<file path="src/rtl/i2s_serializer_if.sv">
// i2s_serializer_if: sample-pair valid/ready handshake between the mixer and the I2S transmitter
interface i2s_serializer_if #(parameter int BITS = 16);
  logic [BITS-1:0] sample_left;
  logic [BITS-1:0] sample_right;
  logic            sample_valid;
  logic            sample_ready;
  modport master(output sample_left, sample_right, sample_valid, input sample_ready);
  modport slave(input sample_left, sample_right, sample_valid, output sample_ready);
endinterface

</file>
<file path="src/rtl/i2s_serializer.sv">
// i2s_serializer: stereo I2S transmitter, MSB first with one-BCLK delay, fed through a one-deep holding register
module i2s_serializer #(
  parameter int BITS            = 16,
  parameter bit UNDERRUN_REPEAT = 1'b0
) (
  input  logic            clk,
  input  logic            reset,
  i2s_serializer_if.slave smp,
  input  logic            i2s_bclk,
  input  logic            i2s_lrclk,
  output logic            i2s_data,
  output logic            underrun,
  output logic            sync_error
);
  localparam int CW = $clog2(BITS + 2);
  logic            bclk_q, lr_q, armed, hold_full;
  logic [CW-1:0]   bit_cnt;
  logic [BITS-1:0] shreg, act_l, act_r, hold_l, hold_r, new_l, new_r;
  logic            fall, bnd, accept;
  always_comb begin
    fall   = bclk_q & ~i2s_bclk;
    bnd    = fall & (i2s_lrclk != lr_q);
    accept = smp.sample_valid & ~hold_full;
    new_l  = hold_full ? hold_l : UNDERRUN_REPEAT ? act_l : '0;
    new_r  = hold_full ? hold_r : UNDERRUN_REPEAT ? act_r : '0;
  end
  assign smp.sample_ready = ~hold_full;
  // the left word loads from the frame being latched this cycle, so L and R always share a frame
  always_ff @(posedge clk or posedge reset)
    if (reset) begin
      bclk_q     <= 1'b0;
      lr_q       <= 1'b0;
      armed      <= 1'b0;
      hold_full  <= 1'b0;
      bit_cnt    <= '0;
      shreg      <= '0;
      act_l      <= '0;
      act_r      <= '0;
      hold_l     <= '0;
      hold_r     <= '0;
      i2s_data   <= 1'b0;
      underrun   <= 1'b0;
      sync_error <= 1'b0;
    end else begin
      bclk_q     <= i2s_bclk;
      underrun   <= 1'b0;
      sync_error <= 1'b0;
      if (accept) begin
        hold_l    <= smp.sample_left;
        hold_r    <= smp.sample_right;
        hold_full <= 1'b1;
      end
      if (fall) begin
        lr_q     <= i2s_lrclk;
        i2s_data <= shreg[BITS-1];
        shreg    <= shreg << 1;
        bit_cnt  <= (bit_cnt == CW'(BITS + 1)) ? bit_cnt : bit_cnt + 1'b1;
      end
      if (bnd) begin
        bit_cnt    <= CW'(1);
        armed      <= 1'b1;
        sync_error <= armed & (bit_cnt != CW'(BITS));
        shreg      <= i2s_lrclk ? act_r : new_l;
      end
      if (bnd & ~i2s_lrclk) begin
        act_l    <= new_l;
        act_r    <= new_r;
        underrun <= ~hold_full;
        if (hold_full) hold_full <= 1'b0;
      end
    end
endmodule

</file>
<file path="src/flat_wrapper.sv">
// flat-port wrapper written by rule: the top's interface ports become plain ports
module i2s_serializer_flat 
#(
  parameter int BITS            = 16,
  parameter bit UNDERRUN_REPEAT = 1'b0
)
  (clk, reset, i2s_bclk, i2s_lrclk, i2s_data, underrun, sync_error, smp_sample_left, smp_sample_right, smp_sample_valid, smp_sample_ready);
  i2s_serializer_if #(.BITS(BITS)) smp_i ();
  input  logic clk;
  input  logic reset;
  input  logic i2s_bclk;
  input  logic i2s_lrclk;
  output logic i2s_data;
  output logic underrun;
  output logic sync_error;
  input wire logic [$bits(smp_i.sample_left)-1:0] smp_sample_left;
  input wire logic [$bits(smp_i.sample_right)-1:0] smp_sample_right;
  input wire logic [$bits(smp_i.sample_valid)-1:0] smp_sample_valid;
  output wire logic [$bits(smp_i.sample_ready)-1:0] smp_sample_ready;
  assign smp_i.sample_left = smp_sample_left;
  assign smp_i.sample_right = smp_sample_right;
  assign smp_i.sample_valid = smp_sample_valid;
  assign smp_sample_ready = smp_i.sample_ready;
  i2s_serializer #(.BITS(BITS), .UNDERRUN_REPEAT(UNDERRUN_REPEAT)) u_core (.clk(clk), .reset(reset), .smp(smp_i), .i2s_bclk(i2s_bclk), .i2s_lrclk(i2s_lrclk), .i2s_data(i2s_data), .underrun(underrun), .sync_error(sync_error));
endmodule
</file>
<file path="config.mk">
export PLATFORM = sky130hd
export DESIGN_NAME = i2s_serializer_flat
export DESIGN_NICKNAME = d
export VERILOG_FILES = /design/src/rtl/i2s_serializer_if.sv /design/src/rtl/i2s_serializer.sv /design/src/flat_wrapper.sv
export SDC_FILE = /design/constraint.sdc
export NUM_CORES = 1
export LEC_CHECK = 0
export ABC_AREA = 1
export BUFFER_PORTS_ARGS = -buffer_cell sky130_fd_sc_hd__buf_2
export CAP_MARGIN = 25
export CELL_PAD_IN_SITES_DETAIL_PLACEMENT = 2
export CELL_PAD_IN_SITES_GLOBAL_PLACEMENT = 2
export CORE_ASPECT_RATIO = 0.8
export CORE_MARGIN = 3
export CORE_UTILIZATION = 39
export CTS_BUF_LIST = sky130_fd_sc_hd__clkbuf_4 sky130_fd_sc_hd__clkbuf_8 sky130_fd_sc_hd__clkbuf_16
export DETAILED_ROUTE_END_ITERATION = 10
export MAX_ROUTING_LAYER = met4
export PLACE_DENSITY = 0.84
export SYNTH_ARGS = -nofsm -noshare
export SYNTH_HDL_FRONTEND = slang
export SYNTH_SLANG_ARGS = --single-unit
</file>
<file path="constraint.sdc">
create_clock -name clk -period 4.9 [get_ports clk]
set_input_delay 0 -clock clk [delete_from_list [all_inputs] [get_ports clk]]
set_output_delay 0 -clock clk [all_outputs]
set_load 0.1 [all_outputs]
</file>
==> summary.txt, run 1 <==
Place
  • Buffers added on ports: 40
  • Dpl hpwl: a little over 6000 um
  • GPL Wtd Cong: 0.798
  • Placed inst area: between 3000 and 4000 um^2
  • Placed insts: slightly below 500

Clocking
  • CTS tree: built
  • Worst-path clk slew: ~0.10 ns
  • Post-CTS Setup Inserts: 0
  • Htree depth: 3
  • Clock root cell: clkbuf_8
  • Total CTS buffers: 9
  • Worst skew pair latency: 0.39 ns
  • Clock tree buffer depth: 2
  • Sinks on Clock Net: between 70 and 80

Route
  • DRC errors left: 0
  • Via count: 2,981
  • DR iter-0 viols: 180
  • First-pass detailed-route iteration total: 4
  • Routed Antenna Nets: 0
  • Vias per cell: about 5.5
  • Met3 wire len: 632 um
  • Final Routed Wirelength: roughly 14,000 um
  • Drt wl/cell: roughly 26 um
  • Post-route met1 wirelength: roughly 5900 um
  • Met2 routed WL: between 6000 and 7000 um
  • Highest routed metal layer: met4

GRT
  • Largest net degree at the start of global routing: slightly below 80
  • Vias in the first global route: between 3,000 and 4,000
  • Initial antenna violation count: 0
  • Wire length of the first global-routing pass: 20,100 um
  • Gr usage total: roughly 28%
  • Total grt overflow: 0

Layout
  • Final Cell Area: roughly 4200 um^2
  • ANT cells: 0
  • Syn-to-layout area delta: 23.6%
  • Final nets: roughly 470
  • Layout cells sized above 1: 25.0%
  • Post-Layout Cell Count: 540

Critical path
  • Family with the most delay on the worst path: simple AND/OR/NAND/NOR gates
  • Worst EP arrival: around 2.3 ns
  • Critical path class: reg -> reg
  • Worst EP required: approximately 5.2 ns
  • Worst path bufs/invs: 2
  • Worst setup EP type: flip-flop
  • Critical path peak fanout: 27
  • CP max stage delay: 0.33 ns
  • Worst setup SP type: flip-flop
  • Slowest cell on the critical path: dfrtp_1
  • R2R Setup Slk: ~2.9 ns
  • Crit-path cells: inv_1 > nor2_4 > inv_2 > nor2_2 > nand2_2 > nand2_1 > nand2_1
  • Most used cell, CP: nand2_1

STA
  • Part of the cycle the worst path needs: between 40 and 50%
  • Setup Viol. Count Final: 0
  • Clock skew: between 0.02 and 0.025 ns
  • F_max: 493 MHz
  • Hold Fails Final Rpt: 0
  • Slew Viols, Final: 0
  • Normalized max-slew margin: between 40% and 50%
  • Worst hold margin: roughly 0.24 ns
  • RSZ-0062 raised after global routing: false
  • Final min period: a little over 2 ns
  • Setup TNS: 0 ns
  • Slew @ Worst Pin: approximately 0.90 ns

Floorplan
  • Number of top-level pins: 41
  • Core Rows: 29
  • DIE WIDTH: approximately 110 um
  • Die height: around 90 um
  • Die area: between 9000 and 10,000 um^2
  • Initial Utilization: 41.6%
  • Core Area: between 8000 and 9000 um^2

Power and ir drop
  • VDD IR max: about 0.00044 V
  • Leakage: slightly above 2 nW
  • Pwr dens: 536 nW/um^2

Worst hold path
  • Worst min path class: in -> reg

Synthesis
  • Syn Area/Cell: a little under 10 um^2
  • Yosys cell types: 24
  • Synth Register Bits: between 70 and 80
  • Area of the mapped netlist: between 3000 and 4000 um^2
  • Sequential share of the synthesized area: a little under three fifths
  • Syn Nets: 394
  • Synth Warn #: 0
  • Synthesized instance count: 354

Flow run
  • Total of max-cap violations: 0

Run status
  • Status: complete, no violations
path summary, 6_finish.rpt:
| check | startpoint | end | cells after the start |
|---|---|---|---|
| min in group asynchronous | reset | u_core.hold_r[8]$_DFFE_PP0P_ | 4 |
| max reg2reg | u_core.bclk_q$_DFF_PP0_ | u_core.act_r[5]$_DFFE_PP0N_ | 7 |
| min | i2s_lrclk | u_core.shreg[15]$_DFFE_PP0P_ | 5 |
| min reg2reg | u_core.i2s_data$_DFFE_PP0P_ | u_core.i2s_data$_DFFE_PP0P_ | 2 |
| max | u_core.bclk_q$_DFF_PP0_ | u_core.act_r[5]$_DFFE_PP0N_ | 7 |
| max in group asynchronous | reset | u_core.shreg[13]$_DFFE_PP0P_ | 5 |
worst reg2reg max path, delay by kind of cell (launching register included):
family        cells  cell delay (ns)
flops             1             0.33
simple gates      5             1.19
buf+inv           2             0.40
layout make-up:
cell class,count,area (um^2)
sequential,76,1900
tap,108,135
timing repair buffer,77,576
clock inverter,7,57.6
inverter,23,88.8
fill,877,3990
clock buffer,9,124
multi-input combinational,240,1330
sequential cells by signal, summed over array words and instances (netlist names), 5 cells and up:
name            cells
u_core.act_r       16
u_core.hold_l      16
u_core.hold_r      16
u_core.shreg       16
u_core.bit_cnt      5
metal layers:
metal / vias to the layer above / GRT usage [%]
li1: 1282 / -
met1: 1548 / 33.8
met2: 99 / 47.7
met3: 52 / 5.49
met4: 0 / 10.9
met5: - / -
what timing repair did:
| item | 4_1_cts | 5_1_grt |
|---|---|---|
| hold endpoints to repair | 111 | 0 |
| gates resized for setup | 0 | 0 |
| hold buffers | 34 | 0 |
Yosys cell counts (all sizes together):
cell type | count | area, um^2
inv | 23 | 88.8
dfrtp | 76 | 1900
or2 | 1 | 6.26
clkbuf | 3 | 11.3
mux2 | 32 | 360
nor2 | 10 | 57.6
buf | 12 | 77.6
a21boi | 8 | 60.1
nand3 | 39 | 208
nand2 | 127 | 499
nand4 | 2 | 12.5
a21oi | 9 | 45.0
o21ai | 9 | 45.0
ha | 3 | 37.5
cells by family (layout without fill, tap and decap cells):
logic type,count (synthesis),after routing,synth area share (%)
adder cells (fa/ha/maj),3,3,1.10
flip-flops,76,76,55.8
AND/OR/NAND/NOR,179,179,23.0
buffers and inverters,38,116,5.21
multiplexers,32,32,10.6
AO/OA/AOI/OAI,26,26,4.40
cell usage in the layout, fill, tap and decap left out, types with 6 or more instances in the layout:
| master | Yosys | layout |
|---|---|---|
| nor2_1 | 6 | 6 |
| a21oi_1 | 9 | 9 |
| dfrtp_1 | 76 | 76 |
| inv_1 | 18 | 17 |
| mux2_2 | 32 | 32 |
| nand3_1 | 38 | 38 |
| o21ai_0 | 8 | 8 |
| clkbuf_8 | 0 | 9 |
| nand2_1 | 122 | 122 |
| buf_2 | 8 | 40 |
| dlygate4sd3_1 | 0 | 34 |
| a21boi_0 | 8 | 8 |
power by group:
group | internal, W | switching, W
clock | 0.000190 | 0.000297
sequential | 0.000871 | 0.000205
combinational | 0.000261 | 0.000434
total | 0.00132 | 0.000935
stage by stage:
stage	setup slack [ns]	total power [W]	util [%]
final	2.87	0.00226	51.4
after global routing	2.72	0.00236	51.4
after CTS	3.02	0.00210	51.1
after detailed placement	3.09	0.00160	44.8
after global placement	3.22	0.00154	44.8
after floorplan	2.96	0.00142	-
No activity file was read; power rests on OpenSTA's default activity.
==> inputs of run 2 (changes only) <==
CORE_UTILIZATION = 33   (was 39)
PLACE_DENSITY = 0.75   (was 0.84)
clock period = 1.8 ns   (was 4.9 ns; I/O delays follow)
==> summary.txt, run 2 (synthesis gave the netlist of run 1 again) <==
Run status
  • Status: complete, no violations

Floorplan
  • Core Rows: 32 (+10%)
  • Initial Utilization: 34.6% (-7.0 points)
  • Core Area: 9850 um^2 (+20%)
  • DIE WIDTH: 120 um (+8.2%)
  • Number of top-level pins: 41 (unchanged)
  • Die area: 11,600 um^2 (+17%)
  • Die height: 96.9 um (+8.1%)

Critical path
  • Critical path class: reg -> reg
  • Worst reg-to-reg path cell count: 7 (unchanged)
  • R2R Setup Slk: 0.36 ns (-2.51 ns)
  • Worst setup EP type: flip-flop
  • Family with the most delay on the worst path: simple AND/OR/NAND/NOR gates
  • CP max stage delay: 0.33 ns (about the same)
  • RR Startpoint: u_core.bclk_q$_DFF_PP0_
  • Slowest cell on the critical path: dfrtp_1
  • Worst path bufs/invs: 2 (unchanged)
  • Critical path peak fanout: 16 (-41%)
  • Worst setup SP type: flip-flop
  • Crit-path cells: inv_1 > nor2_4 > inv_2 > nor2_2 > nand2_2 > nand2_1 > nand2_1
  • Worst EP arrival: 1.66 ns (-0.62 ns)
  • Most used cell, CP: nand2_1
  • Worst EP required: 2.02 ns (-3.13 ns)
  • R2R Path End: u_core.act_r[1]$_DFFE_PP0N_

Route
  • Routed Antenna Nets: 0 (unchanged)
  • Final Routed Wirelength: 9650 um (-31%)
  • Drt wl/cell: 16.9 um (-35%)
  • DR iter-0 viols: 90 (-50%)
  • DRC errors left: 0 (unchanged)
  • Via count: 2,759 (-7.4%)
  • Vias per cell: 4.82 (-13%)
  • First-pass detailed-route iteration total: 4 (unchanged)

Place
  • Dpl hpwl: 5990 um (-1.8%)
  • Dpl ws: 0.371 ns (-2.72 ns)
  • Buffers added on ports: 40 (unchanged)
  • GPL Wtd Cong: 0.739 (-7.4%)

Clocking
  • CTS tree: built
  • Worst-path clk slew: 0.06 ns (-0.04 ns)
  • Htree depth: 3 (unchanged)
  • Clock root cell: clkbuf_16
  • Clock tree buffer depth: 2 (unchanged)
  • Worst skew pair latency: 0.34 ns (-0.05 ns)
  • Total CTS buffers: 9 (unchanged)
  • Sinks on Clock Net: 76 (unchanged)

Layout
  • Most common cell after layout, fill and taps aside: nand2_1
  • Layout cells sized above 1: 25.7% (+0.69 points)
  • Final nets: 472 (+1.1%)
  • ANT cells: 0 (unchanged)
  • Most frequent cells in the layout: 122 x nand2_1, 76 x dfrtp_1, 40 x buf_2
  • Syn-to-layout area delta: 29.5%

GRT
  • Initial antenna violation count: 0 (unchanged)
  • Gr busiest metal: met2
  • Met1 Usage GRT: 22.6% (-11 points)
  • Wire length of the first global-routing pass: 16,500 um (-18%)
  • Total grt overflow: 0 (unchanged)
  • Largest net degree at the start of global routing: 77 (unchanged)
  • Met3 GRT Util: 4.38% (-1.1 points)
  • GR Util met2: 31.5% (-16 points)
  • Vias in the first global route: 3,198 (-5.4%)
  • Gr usage total: 18.7% (-9.4 points)

Power and ir drop
  • VDD IR max: 0.000737 V (+66%)
  • Leakage: 2.15 nW (+4.1%)
  • Design Power: 0.00627 W (+180%)
  • Pwr dens: 1420 nW/um^2 (+160%)

STA
  • RSZ-0062 raised after global routing: false
  • Clock skew: 0.0110 ns (-0.0108 ns)
  • Slew @ Worst Pin: 0.492 ns (-0.404 ns)
  • Normalized max-slew margin: 67.5% (+27 points)
  • F_max: 695 MHz (+41%)
  • Part of the cycle the worst path needs: 79.9% (+38 points)
  • Hold Fails Final Rpt: 0 (unchanged)
  • Setup Viol. Count Final: 0 (unchanged)
  • Final min period: 1.44 ns (-0.591 ns)
  • Setup TNS: 0 ns (unchanged)
  • Slew Viols, Final: 0 (unchanged)
  • Setup slack after layout: 0.362 ns (-2.51 ns)

Flow run
  • Total of max-cap violations: 0 (unchanged)

Worst hold path
  • Min-delay src: smp_sample_valid
  • Hold Path Depth: 4 (-1)
  • Hold EP: u_core.hold_full$_DFF_PP0_
  • Worst min path class: in -> reg
-- run 2: final cells by class --
type / count / area [um^2]
flip-flops and latches: 76 / 1900
repair buffers: 82 / 626
fillers: 1048 / 5430
clock buffers: 11 / 246
clock inverters: 4 / 50.0
well taps: 136 / 170
multi-input cells: 240 / 1330
inverters: 23 / 92.6
-- run 2: per-stage QoR --
| stage | utilization [%] | instance area [um^2] | hold slack (ns) | instances |
|---|---|---|---|---|
| 6_report | 44.9 | 4420 | 0.128 | 572 |
| 5_1_grt | 44.9 | 4420 | 0.155 | 572 |
| 4_1_cts | 44.9 | 4420 | 0.118 | 572 |
| 3_5_place_dp | 38.4 | 3780 | 0.155 | 523 |
| 3_3_place_gp | 38.4 | 3780 | 0.150 | 523 |
| 2_1_floorplan | - | 3410 | 0.0314 | 354 |
-- run 2: worst max-delay path by stage --
| stage | cells past startpoint | slack [ns] | from | endpoint |
|---|---|---|---|---|
| final | 7 | 0.36 | u_core.bclk_q$_DFF_PP0_ | u_core.act_r[1]$_DFFE_PP0N_ |
| after detailed placement | 6 | 0.37 | u_core.bclk_q$_DFF_PP0_ | u_core.act_r[0]$_DFFE_PP0N_ |
| after floorplan | 4 | 0.29 | u_core.hold_full$_DFF_PP0_ | u_core.hold_l[10]$_DFFE_PP0P_ |
| after CTS | 6 | 0.34 | u_core.bclk_q$_DFF_PP0_ | u_core.act_r[0]$_DFFE_PP0N_ |
| after global placement | 6 | 0.43 | u_core.bclk_q$_DFF_PP0_ | u_core.act_r[0]$_DFFE_PP0N_ |
| after global routing | 7 | 0.23 | u_core.bclk_q$_DFF_PP0_ | u_core.act_r[4]$_DFFE_PP0N_ |
-- run 2: what timing repair did --
item                      4_1_cts  5_1_grt
hold buffers                   34        0
resized for setup               0        0
hold endpoints to repair      109        0
buffers inserted                0        0
-- run 2: per-layer routing --
metal  share of wire, %  vias to the layer above
met2                 51                       39
met3                2.1                       11
met1                 46                     1408
li1                   -                     1301
met4                1.3                        0
met5                  0                        -
-- run 2: power breakdown --
part	switching, W	total (W)	internal [W]
clock	0.000699	0.00182	0.00112
sequential	0.000415	0.00279	0.00238
combinational	0.000918	0.00166	0.000744
-- run 2: tightest hold or removal path, stage by stage --
cell	delay (ns)
buf_2	0.09
nand2_2	0.06
buf_12	0.18
o21ai_0	0.09
==> inputs of run 3 (changes only) <==
ABC_AREA = 0   (was 1)
CORE_UTILIZATION = 34   (was 33)
clock period = 1.2 ns   (was 1.8 ns; I/O delays follow)
==> summary.txt, run 3 <==
Critical path
  • Worst EP required: 1.45 ns (-0.57 ns)
  • Worst EP arrival: 1.78 ns (+0.12 ns)
  • Worst setup SP type: flip-flop
  • Slowest cell on the critical path: dfrtp_1
  • Crit-path cells: buf_4 > nor2b_4 > buf_12 > a22oi_2 > o31ai_2
  • Critical path class: reg -> reg
  • CP max stage delay: 0.43 ns (+0.10 ns)
  • Worst setup EP type: flip-flop
  • Critical path peak fanout: 8 (-8)

Synthesis
  • Yosys cell types: 28 (+17%)
  • Syn Nets: 322 (-18%)
  • Fraction of registers with async set/reset: 100% (unchanged)
  • Post-synth EDFFs: 0 (unchanged)
  • Synth Warn #: 0 (unchanged)
  • Top cells by area, synth: dfrtp_1 59%, mux2_2 11%, nand2_1 6.7%
  • Synth Flop Type: dfrtp_1
  • Syn Area/Cell: 11.4 um^2 (+18%)
  • Count leader, synth: dfrtp_1
  • Commonest cells in the synthesized netlist: 76 x dfrtp_1, 57 x nand2_1, 38 x o21ai_0
  • Cell taking the most area after synthesis: dfrtp_1
  • Yosys top cell area share: 59.3% (+3.6 points)
  • Synth Register Bits: 76 (unchanged)
  • Synthesized instance count: 282 (-20%)
  • Area of the mapped netlist: 3210 um^2 (-6.0%)
  • Sequential share of the synthesized area: 59.3% (+3.6 points)

Clocking
  • CTS tree: built
  • Worst skew pair latency: 0.36 ns (+0.02 ns)
  • Worst-path clk slew: 0.07 ns (about the same)
  • Total CTS buffers: 9 (unchanged)
  • Clock tree buffer depth: 2 (unchanged)
  • Clock root cell: clkbuf_16
  • Sinks on Clock Net: 76 (unchanged)
  • Htree depth: 3 (unchanged)

STA
  • Worst hold margin: 0.179 ns (+0.0513 ns)
  • Slew @ Worst Pin: 0.504 ns (+0.0128 ns)
  • Hold Fails Final Rpt: 0 (unchanged)
  • Part of the cycle the worst path needs: 128% (+48 points)
  • Setup slack after layout: -0.330 ns (-0.692 ns)
  • Setup Viol. Count Final: 73 (+73)
  • RSZ-0062 raised after global routing: true
  • Normalized max-slew margin: 66.6% (-0.85 points)
  • Slew Viols, Final: 0 (unchanged)
  • F_max: 653 MHz (-6.0%)
  • Clock skew: 0.0172 ns (+0.00620 ns)
  • Final min period: 1.53 ns (+0.0922 ns)

Floorplan
  • Number of top-level pins: 41 (unchanged)
  • Core Rows: 31 (-3.1%)
  • Die area: 10,600 um^2 (-8.3%)
  • Core Area: 9110 um^2 (-7.5%)
  • Die height: 92.8 um (-4.2%)
  • DIE WIDTH: 115 um (-4.3%)
  • Initial Utilization: 35.2% (+0.54 points)

GRT
  • Vias in the first global route: 3,330 (+4.1%)
  • Wire length of the first global-routing pass: 22,200 um (+35%)
  • Total grt overflow: 0 (unchanged)
  • Largest net degree at the start of global routing: 40 (-48%)
  • Initial antenna violation count: 0 (unchanged)
  • Gr usage total: 30.0% (+11 points)

Worst hold path
  • Worst min path class: in -> reg

Layout
  • Layout cells sized above 1: 54.0% (+28 points)
  • Final nets: 438 (-7.2%)
  • Most common cell after layout, fill and taps aside: dfrtp_1
  • ANT cells: 0 (unchanged)
  • Most frequent cells in the layout: 75 x dfrtp_1, 41 x nand2_1, 39 x buf_2
  • Post-Layout Cell Count: 517 (-9.6%)
  • FILL cells: 768 (-27%)
  • Syn-to-layout area delta: 73.8%

Flow run
  • Total of max-cap violations: 0 (unchanged)

Route
  • First-pass detailed-route iteration total: 4 (unchanged)
  • Via count: 2,955 (+7.1%)
  • Met3 wire len: 838 um (+310%)
  • Highest routed metal layer: met4
  • Met2 routed WL: 8680 um (+76%)
  • Routed Antenna Nets: 0 (unchanged)
  • DR iter-0 viols: 187 (+110%)
  • Vias per cell: 5.72 (+18%)
  • Final Routed Wirelength: 17,400 um (+80%)
  • DRC errors left: 0 (unchanged)
  • Drt wl/cell: 33.6 um (+99%)
  • Post-route met1 wirelength: 7300 um (+66%)

Power and ir drop
  • Clock power share: 21.2% (-7.8 points)
  • Sw Ratio: 40.7% (+8.3 points)
  • P_int: 0.00815 W (+92%)
  • Leakage: 2.47 nW (+15%)
  • VDD IR max: 0.00204 V (+180%)
  • Pwr dens: 2470 nW/um^2 (+74%)
  • Sw Pwr: 0.00559 W (+180%)
  • Design Power: 0.0137 W (+120%)
  • Sequential share of power: 37.8% (-6.7 points)
  • Gate power share: 41.0% (+14 points)

Place
  • Buffers added on ports: 40 (unchanged)
  • Dpl ws: -0.293 ns (-0.663 ns)
  • Placed insts: 443 (-15%)
  • GPL Wtd Cong: 0.730 (-1.2%)
  • Dpl hpwl: 6430 um (+7.3%)

Run status
  • Status: complete, but fails checks
  • Failing checks: negative setup slack
[run 3: cell types whose count changed after synthesis, sizes merged, moves of 9 or more]
cell | before | now
a221oi | 0 | 15
o21ai | 9 | 47
nand3 | 39 | 5
nand2 | 127 | 57
clkbuf | 3 | 12
a21oi | 9 | 0
inv | 23 | 4
[run 3: cells by family after synthesis]
kind of cell,Yosys count,share of synthesized area [%]
adders and majority gates,3,1.17
muxes,33,11.6
xor gates and xnor gates,2,0.781
AOI/OAI and AO/OA,73,14.2
buffers and inverters,25,3.90
DFF,76,59.3
and+or+nand+nor,70,9.02
[run 3: cell type report]
cell class                      count  area [um^2]  area share [%]
Inverter                            4         22.5           0.404
Clock buffer                       11          246            4.42
Tap cell                          115          144            2.58
Multi-Input combinational cell    181         1920            34.5
Sequential cell                    76         1900            34.2
Clock inverter                      4         50.0           0.898
Timing Repair Buffer              126         1280            23.0
[run 3: worst max-delay path: cells and delay by family, from the launching register on]
kind	cells	cell delay, ns
AO/OA/AOI/OAI	2	0.35
flip-flops	1	0.43
AND/OR/NAND/NOR	1	0.26
buffers and inverters	2	0.37
[run 3: power by group through the flow]
stage                     combinational [W]  sequential (W)  clock, W
after floorplan                     0.00233         0.00423         0
after global placement              0.00311         0.00437         0
after detailed placement            0.00334         0.00447         0
after CTS                           0.00469         0.00474   0.00278
after global routing                0.00589         0.00524   0.00304
final                               0.00563         0.00520   0.00291
[run 3: path summary, 6_finish.rpt]
path	from	end	slack (ns)	cells after the start
max	u_core.hold_full$_DFF_PP0_	u_core.shreg[0]$_DFFE_PP0P_	-0.33	5
min	i2s_bclk	u_core.i2s_data$_DFFE_PP0P_	0.18	5
max reg2reg	u_core.hold_full$_DFF_PP0_	u_core.shreg[0]$_DFFE_PP0P_	-0.33	5
min reg2reg	u_core.i2s_data$_DFFE_PP0P_	u_core.i2s_data$_DFFE_PP0P_	0.48	2
max in group asynchronous	reset	u_core.hold_r[6]$_DFFE_PP0P_	0.41	4
min in group asynchronous	reset	u_core.hold_l[1]$_DFFE_PP0P_	0.20	3
[run 3: per-layer routing]
metal  up-vias  GRT usage, %
met3        38          6.40
li1       1231             -
met1      1581          36.3
met5         -             -
met4         0          11.3
met2       105          49.5
[run 3: what timing repair did]
action | CTS | global route
hold buffers | 34 | 0
setup endpoints to repair | 70 | 74
endpoints found under the hold margin | 70 | 0
pin swaps | 40 | 13
gates resized for setup | 124 | 63
gates cloned | 8 | 2
buffers inserted | 16 | 7
[run 3: per-stage QoR]
stage | utilization, % | cell area, um^2 | TNS (ns)
floorplan | - | 3380 | -0.815
detailed placement | 42.5 | 3870 | -8.42
global placement | 42.5 | 3870 | -5.46
global route | 61.1 | 5570 | -20.24
CTS | 58.4 | 5330 | -9.40
finish | 61.1 | 5570 | -18.50
